===== src/rtl/divider_if.sv =====
// Operand/result bundle shared by the EX-stage divider and its requester.
interface divider_if;
  logic        ce;
  logic [2:0]  funct3;
  logic [31:0] a;
  logic [31:0] b;
  logic [31:0] result;
  logic        stall;

  modport master (output ce, funct3, a, b, input result, stall);
  modport slave  (input ce, funct3, a, b, output result, stall);
endinterface


===== src/rtl/divider.sv =====
// RV32M DIV/DIVU/REM/REMU, radix-2 restoring, one quotient bit per cycle; 35-cycle op.
// DIVIDER_EARLY_OUT_EN: b=0 and signed-overflow ops skip CALC (3-cycle op).
module divider (
  input  logic     clk,
  input  logic     reset,
  divider_if.slave dif
);
  typedef enum logic [1:0] {IDLE, CALC, FIX, DONE} state_t;

  state_t      state_q, state_d;
  logic [5:0]  cnt_q, cnt_d;
  logic [31:0] rem_q, rem_d;
  logic [31:0] quo_q, quo_d;
  logic [31:0] dvs_q, dvs_d;
  logic [31:0] spec_val_q, spec_val_d;
  logic [31:0] result_q, result_d;
  logic        neg_quo_q, neg_quo_d;
  logic        neg_rem_q, neg_rem_d;
  logic        sel_rem_q, sel_rem_d;
  logic        spec_q, spec_d;

  logic        start, is_signed, a_neg, b_neg, b_zero, ovf;
  logic [32:0] shifted, diff;

  assign start     = (state_q == IDLE) && dif.ce && dif.funct3[2];
  assign is_signed = ~dif.funct3[0];
  assign a_neg     = is_signed & dif.a[31];
  assign b_neg     = is_signed & dif.b[31];
  assign b_zero    = (dif.b == 32'd0);
  assign ovf       = is_signed && (dif.a == 32'h8000_0000) && (dif.b == 32'hFFFF_FFFF);

  // Partial remainder is always below the divisor, so 33 bits hold the shifted value.
  assign shifted = {rem_q, quo_q[31]};
  assign diff    = shifted - {1'b0, dvs_q};

  always_comb begin
    state_d    = state_q;
    cnt_d      = cnt_q;
    rem_d      = rem_q;
    quo_d      = quo_q;
    dvs_d      = dvs_q;
    spec_val_d = spec_val_q;
    result_d   = result_q;
    neg_quo_d  = neg_quo_q;
    neg_rem_d  = neg_rem_q;
    sel_rem_d  = sel_rem_q;
    spec_d     = spec_q;
    case (state_q)
      IDLE: begin
        if (start) begin
          quo_d      = a_neg ? (32'd0 - dif.a) : dif.a;
          dvs_d      = b_neg ? (32'd0 - dif.b) : dif.b;
          rem_d      = 32'd0;
          cnt_d      = 6'd0;
          neg_quo_d  = a_neg ^ b_neg;
          neg_rem_d  = a_neg;
          sel_rem_d  = dif.funct3[1];
          spec_d     = b_zero | ovf;
          spec_val_d = b_zero ? (dif.funct3[1] ? dif.a : 32'hFFFF_FFFF)
                              : (dif.funct3[1] ? 32'd0 : 32'h8000_0000);
`ifdef DIVIDER_EARLY_OUT_EN
          state_d    = (b_zero | ovf) ? FIX : CALC;
`else
          state_d    = CALC;
`endif
        end
      end
      CALC: begin
        quo_d = {quo_q[30:0], ~diff[32]};
        rem_d = diff[32] ? shifted[31:0] : diff[31:0];
        cnt_d = cnt_q + 6'd1;
        if (cnt_q == 6'd31) state_d = FIX;
      end
      FIX: begin
        if (spec_q)
          result_d = spec_val_q;
        else if (sel_rem_q)
          result_d = neg_rem_q ? (32'd0 - rem_q) : rem_q;
        else
          result_d = neg_quo_q ? (32'd0 - quo_q) : quo_q;
        state_d = DONE;
      end
      default: state_d = IDLE;
    endcase
  end

  always_ff @(posedge clk or posedge reset) begin
    if (reset) begin
      state_q    <= IDLE;
      cnt_q      <= 6'd0;
      rem_q      <= 32'd0;
      quo_q      <= 32'd0;
      dvs_q      <= 32'd0;
      spec_val_q <= 32'd0;
      result_q   <= 32'd0;
      neg_quo_q  <= 1'b0;
      neg_rem_q  <= 1'b0;
      sel_rem_q  <= 1'b0;
      spec_q     <= 1'b0;
    end else begin
      state_q    <= state_d;
      cnt_q      <= cnt_d;
      rem_q      <= rem_d;
      quo_q      <= quo_d;
      dvs_q      <= dvs_d;
      spec_val_q <= spec_val_d;
      result_q   <= result_d;
      neg_quo_q  <= neg_quo_d;
      neg_rem_q  <= neg_rem_d;
      sel_rem_q  <= sel_rem_d;
      spec_q     <= spec_d;
    end
  end

  assign dif.stall  = ~reset & (start | (state_q == CALC) | (state_q == FIX));
  assign dif.result = result_q;
endmodule


===== src/flat_wrapper.sv =====
// flat-port wrapper written by rule: the top's interface ports become plain ports
module divider_flat 
  (clk, reset, dif_ce, dif_funct3, dif_a, dif_b, dif_result, dif_stall);
  divider_if dif_i ();
  input  logic clk;
  input  logic reset;
  input wire logic [$bits(dif_i.ce)-1:0] dif_ce;
  input wire logic [$bits(dif_i.funct3)-1:0] dif_funct3;
  input wire logic [$bits(dif_i.a)-1:0] dif_a;
  input wire logic [$bits(dif_i.b)-1:0] dif_b;
  output wire logic [$bits(dif_i.result)-1:0] dif_result;
  output wire logic [$bits(dif_i.stall)-1:0] dif_stall;
  assign dif_i.ce = dif_ce;
  assign dif_i.funct3 = dif_funct3;
  assign dif_i.a = dif_a;
  assign dif_i.b = dif_b;
  assign dif_result = dif_i.result;
  assign dif_stall = dif_i.stall;
  divider u_core (.clk(clk), .reset(reset), .dif(dif_i));
endmodule

===== config.mk =====
export PLATFORM = sky130hd
export DESIGN_NAME = divider_flat
export DESIGN_NICKNAME = d
export VERILOG_FILES = /design/src/rtl/divider_if.sv /design/src/rtl/divider.sv /design/src/flat_wrapper.sv
export SDC_FILE = /design/constraint.sdc
export NUM_CORES = 1
export LEC_CHECK = 0
export ABC_CLOCK_PERIOD_IN_PS = 14000
export BUFFER_PORTS_ARGS = -buffer_cell sky130_fd_sc_hd__buf_2
export CAP_MARGIN = 10
export CORE_ASPECT_RATIO = 0.6
export CORE_MARGIN = 3
export CORE_UTILIZATION = 60
export CTS_CLUSTER_DIAMETER = 30
export DETAILED_ROUTE_END_ITERATION = 10
export GPL_ROUTABILITY_DRIVEN = 0
export PLACE_DENSITY = 0.8
export SLEW_MARGIN = 20
export SYNTH_ARGS = -nofsm -noshare
export SYNTH_HDL_FRONTEND = slang
export SYNTH_SLANG_ARGS = --single-unit
export TNS_END_PERCENT = 20

===== constraint.sdc =====
create_clock -name clk -period 14 [get_ports clk]
set_input_delay 2.8 -clock clk [delete_from_list [all_inputs] [get_ports clk]]
set_output_delay 2.8 -clock clk [all_outputs]
set_load 0.1 [all_outputs]

==> metrics <==
Compound-Gate Fraction of Synth Area 22.2%; worst r2r dst u_core.rem_q[16]; CP peak stage delay 0.46 ns; largest family of logic cells by synthesized area compound AO/OA/AOI/OAI gates; Avg Inst Size Synth 8.06 um^2; Final Skew 0.0127 ns; Crit Path Class in2out; critical path launch point dif_funct3[2]; Clock Sink Count 172; Synth cell types 63; CP endpoint kind output pin; top cells by area, synth dfrtp_1 (36%), nand2_1 (6.3%), o21ai_0 (5.9%), xor2_1 (5.5%), a21oi_1 (5.1%); Initial Util 62.2%; RSZ-0062 raised after global routing no; status complete, no violations; CP Max Fanout 66; die area 21,900 um^2; XOR/XNOR Fraction of Synth Area 10.5%; ANT cells 0; Worst Max-Slew Pin Slew 1.02 ns; Antenna Nets Post-Route 0; Commonest cells post-synth nand2_1 (203), dfrtp_1 (172), o21ai_0 (143); Reg area 4310 um^2; TritonCTS Buffers 17; Skew-Pair Late Insertion Delay 0.45 ns; DR vias 11,600; Synth Area in Simple Gates 21.1%; TritonRoute pass-1 iters 8; Final Hold Vio Count 0; Avg WL per Cell 19.5 um; Synth Area in Adders 4.43%; asr flop ratio synth 100%; post-synthesis mux area share 1.61%; Syn Nets 1,605; initial antenna violation count 0; initial DRC count 1,499; crit path launch type input pin; power density cells 215 nW/um^2; Synth area leader dfrtp_1; final setup fails 0; minimum clock period 6.92 ns; Peak VDD IR 237 uV; # IOs 103; Layout fillers 1,592; drt drc 0; CP Cell Sequence buf_2 > nand3_4 > a21oi_1 > buf_2; Reg2Reg Launch Point u_core.quo_q[31]; Max Root-Sink Buffers 2; gr ovfl total 0; max-cap violation count 0; Slew Viols, Final 0; Yosys reg bits 172; Post-synth top flop dfrtp_1; core area 19,400 um^2; # port buffers 102; Area Overhead vs Synth 10.3%; Worst R2R Setup Slack 10.16 ns; period utilisation layout 49.4%; Arr. time, crit path 4.12 ns; Worst slew margin 32.3%; number of global-route vias before repair 10,200; Critical Path RT 11.20 ns; Root Driver clkbuf_16; global-route wire length before repair 56.0 mm; # rows 39; most frequent cell after synthesis nand2_1; Mapped Cells 1,493; die width 189 um; type of the tightest min-delay check reg2reg; overall routed net length 35.5 mm; CP max stage cell nand3_4; DP Wirelength 25.9 mm; Worst-path clk slew 0.07 ns; synthesized area 12,000 um^2; cell count of the worst reg-to-reg path 13; Pleak 5.90 nW; H-tree depth 4; Seq/Total Area, Yosys 35.7%; area taken by multi-input logic gates 7270 um^2; Vias/cell 6.36; Post-synth EDFFs 0; postcts setup bufs 0; PostCTS Resize Cnt 0; highest clock rate 145 MHz; hold buffer count at cts 0; CTS tree done; fraction of layout instances using a drive strength above 1 11.5%; Die Height 116 um; top cell type's share of synthesized area 35.7%; GR Util All Layers 32.6%; CP most frequent cell buf_2; Layout Nets 1,651; yosys warns 0; pin count of the biggest net entering global routing 101; TNS Setup 0 ns; Worst Setup EP dif_stall; hold slack 0.483 ns
-- report_power, final --
| part | internal [W] | switching (W) | total (W) |
|---|---|---|---|
| clock network | 0.000238 | 0.000236 | 0.000474 |
| logic | 0.000451 | 0.00113 | 0.00158 |
| registers | 0.000646 | 0.000161 | 0.000807 |
-- registers in the layout, summed over array words and instances (netlist names) --
signal and count:
u_core.cnt_q 6, u_core.dif.result 32, u_core.dvs_q 32, u_core.neg_quo_q 1
u_core.neg_rem_q 1, u_core.quo_q 32, u_core.rem_q 32, u_core.sel_rem_q 1
u_core.spec_q 1, u_core.spec_val_q 32, u_core.state_q 2
-- how the worst min path moves through the flow --
stage,startpoint,to,slack [ns],cells past startpoint
2_1_floorplan,u_core.spec_val_q[24],u_core.spec_val_q[24],0.44,2
3_3_place_gp,u_core.spec_val_q[24],u_core.spec_val_q[24],0.46,2
3_5_place_dp,u_core.spec_val_q[11],u_core.spec_val_q[11],0.47,2
4_1_cts,u_core.spec_val_q[11],u_core.spec_val_q[11],0.48,2
5_1_grt,u_core.spec_val_q[12],u_core.spec_val_q[12],0.50,2
6_report,u_core.spec_val_q[15],u_core.spec_val_q[15],0.48,2
-- cell families after synthesis --
kind of cell / count (synthesis)
flops: 172
xor+xnor: 144
mux: 18
compound gates: 436
fa+ha+maj: 42
buf+inv: 142
simple gates: 539
-- critical path: cells and delay by family --
kind,cells,cell delay (ns)
compound gates,1,0.30
buf+inv,2,0.56
simple gates,1,0.46
-- area by class of cell --
class	instances	share of cell area [%]
Sequential cell	172	32.4
Inverter	57	1.65
Multi-Input combinational cell	1179	54.7
Tap cell	266	2.51
Clock buffer	17	3.20
Clock inverter	15	1.07
Timing Repair Buffer	112	4.41
-- layout by cell type (no fill, tap or decap), types with 7 or more instances in the layout --
cell       instances
a31oi_1            7
nand4_1           18
clkbuf_16         17
xnor2_1           68
ha_1              39
nor2_1            98
mux2i_1            7
xor2_1            74
or3_1             15
dfrtp_1          171
nor3_1            22
buf_4             10
o21ai_0          143
inv_1             55
o41ai_1           10
or4_1             10
nand2_1          203
o211ai_1           8
a32oi_1            9
nand3_1           76
a21oi_1          122
nand2b_1          18
nor4_1            13
a211oi_1          22
a21o_1            11
o31ai_1           53
nor2b_1           37
inv_6              7
buf_2            102
mux2_2            11
o21a_1             7
-- routing by layer --
layer | vias to the layer above | GRT usage [%] | wire [um] | part of all wire (%)
met5 | - | 0 | 0 | 0
met4 | 0 | 8.48 | 758 | 2.1
met3 | 57 | 10.0 | 4360 | 12
met2 | 584 | 44.3 | 14000 | 39
met1 | 5492 | 50.2 | 16300 | 46
li1 | 5426 | - | - | -
-- through the flow --
stage / utilization (%) / area, um^2 / std cells / power [W] / setup WS (ns)
floorplan: - / 12000 / 1493 / 0.00197 / 6.30
global placement: 65.5 / 12700 / 1786 / 0.00230 / 7.11
detailed placement: 65.5 / 12700 / 1786 / 0.00235 / 7.08
CTS: 68.5 / 13300 / 1818 / 0.00282 / 7.07
global route: 68.6 / 13300 / 1818 / 0.00304 / 6.94
finish: 68.6 / 13300 / 1818 / 0.00286 / 7.08
Power figures use the tool's default switching activity.
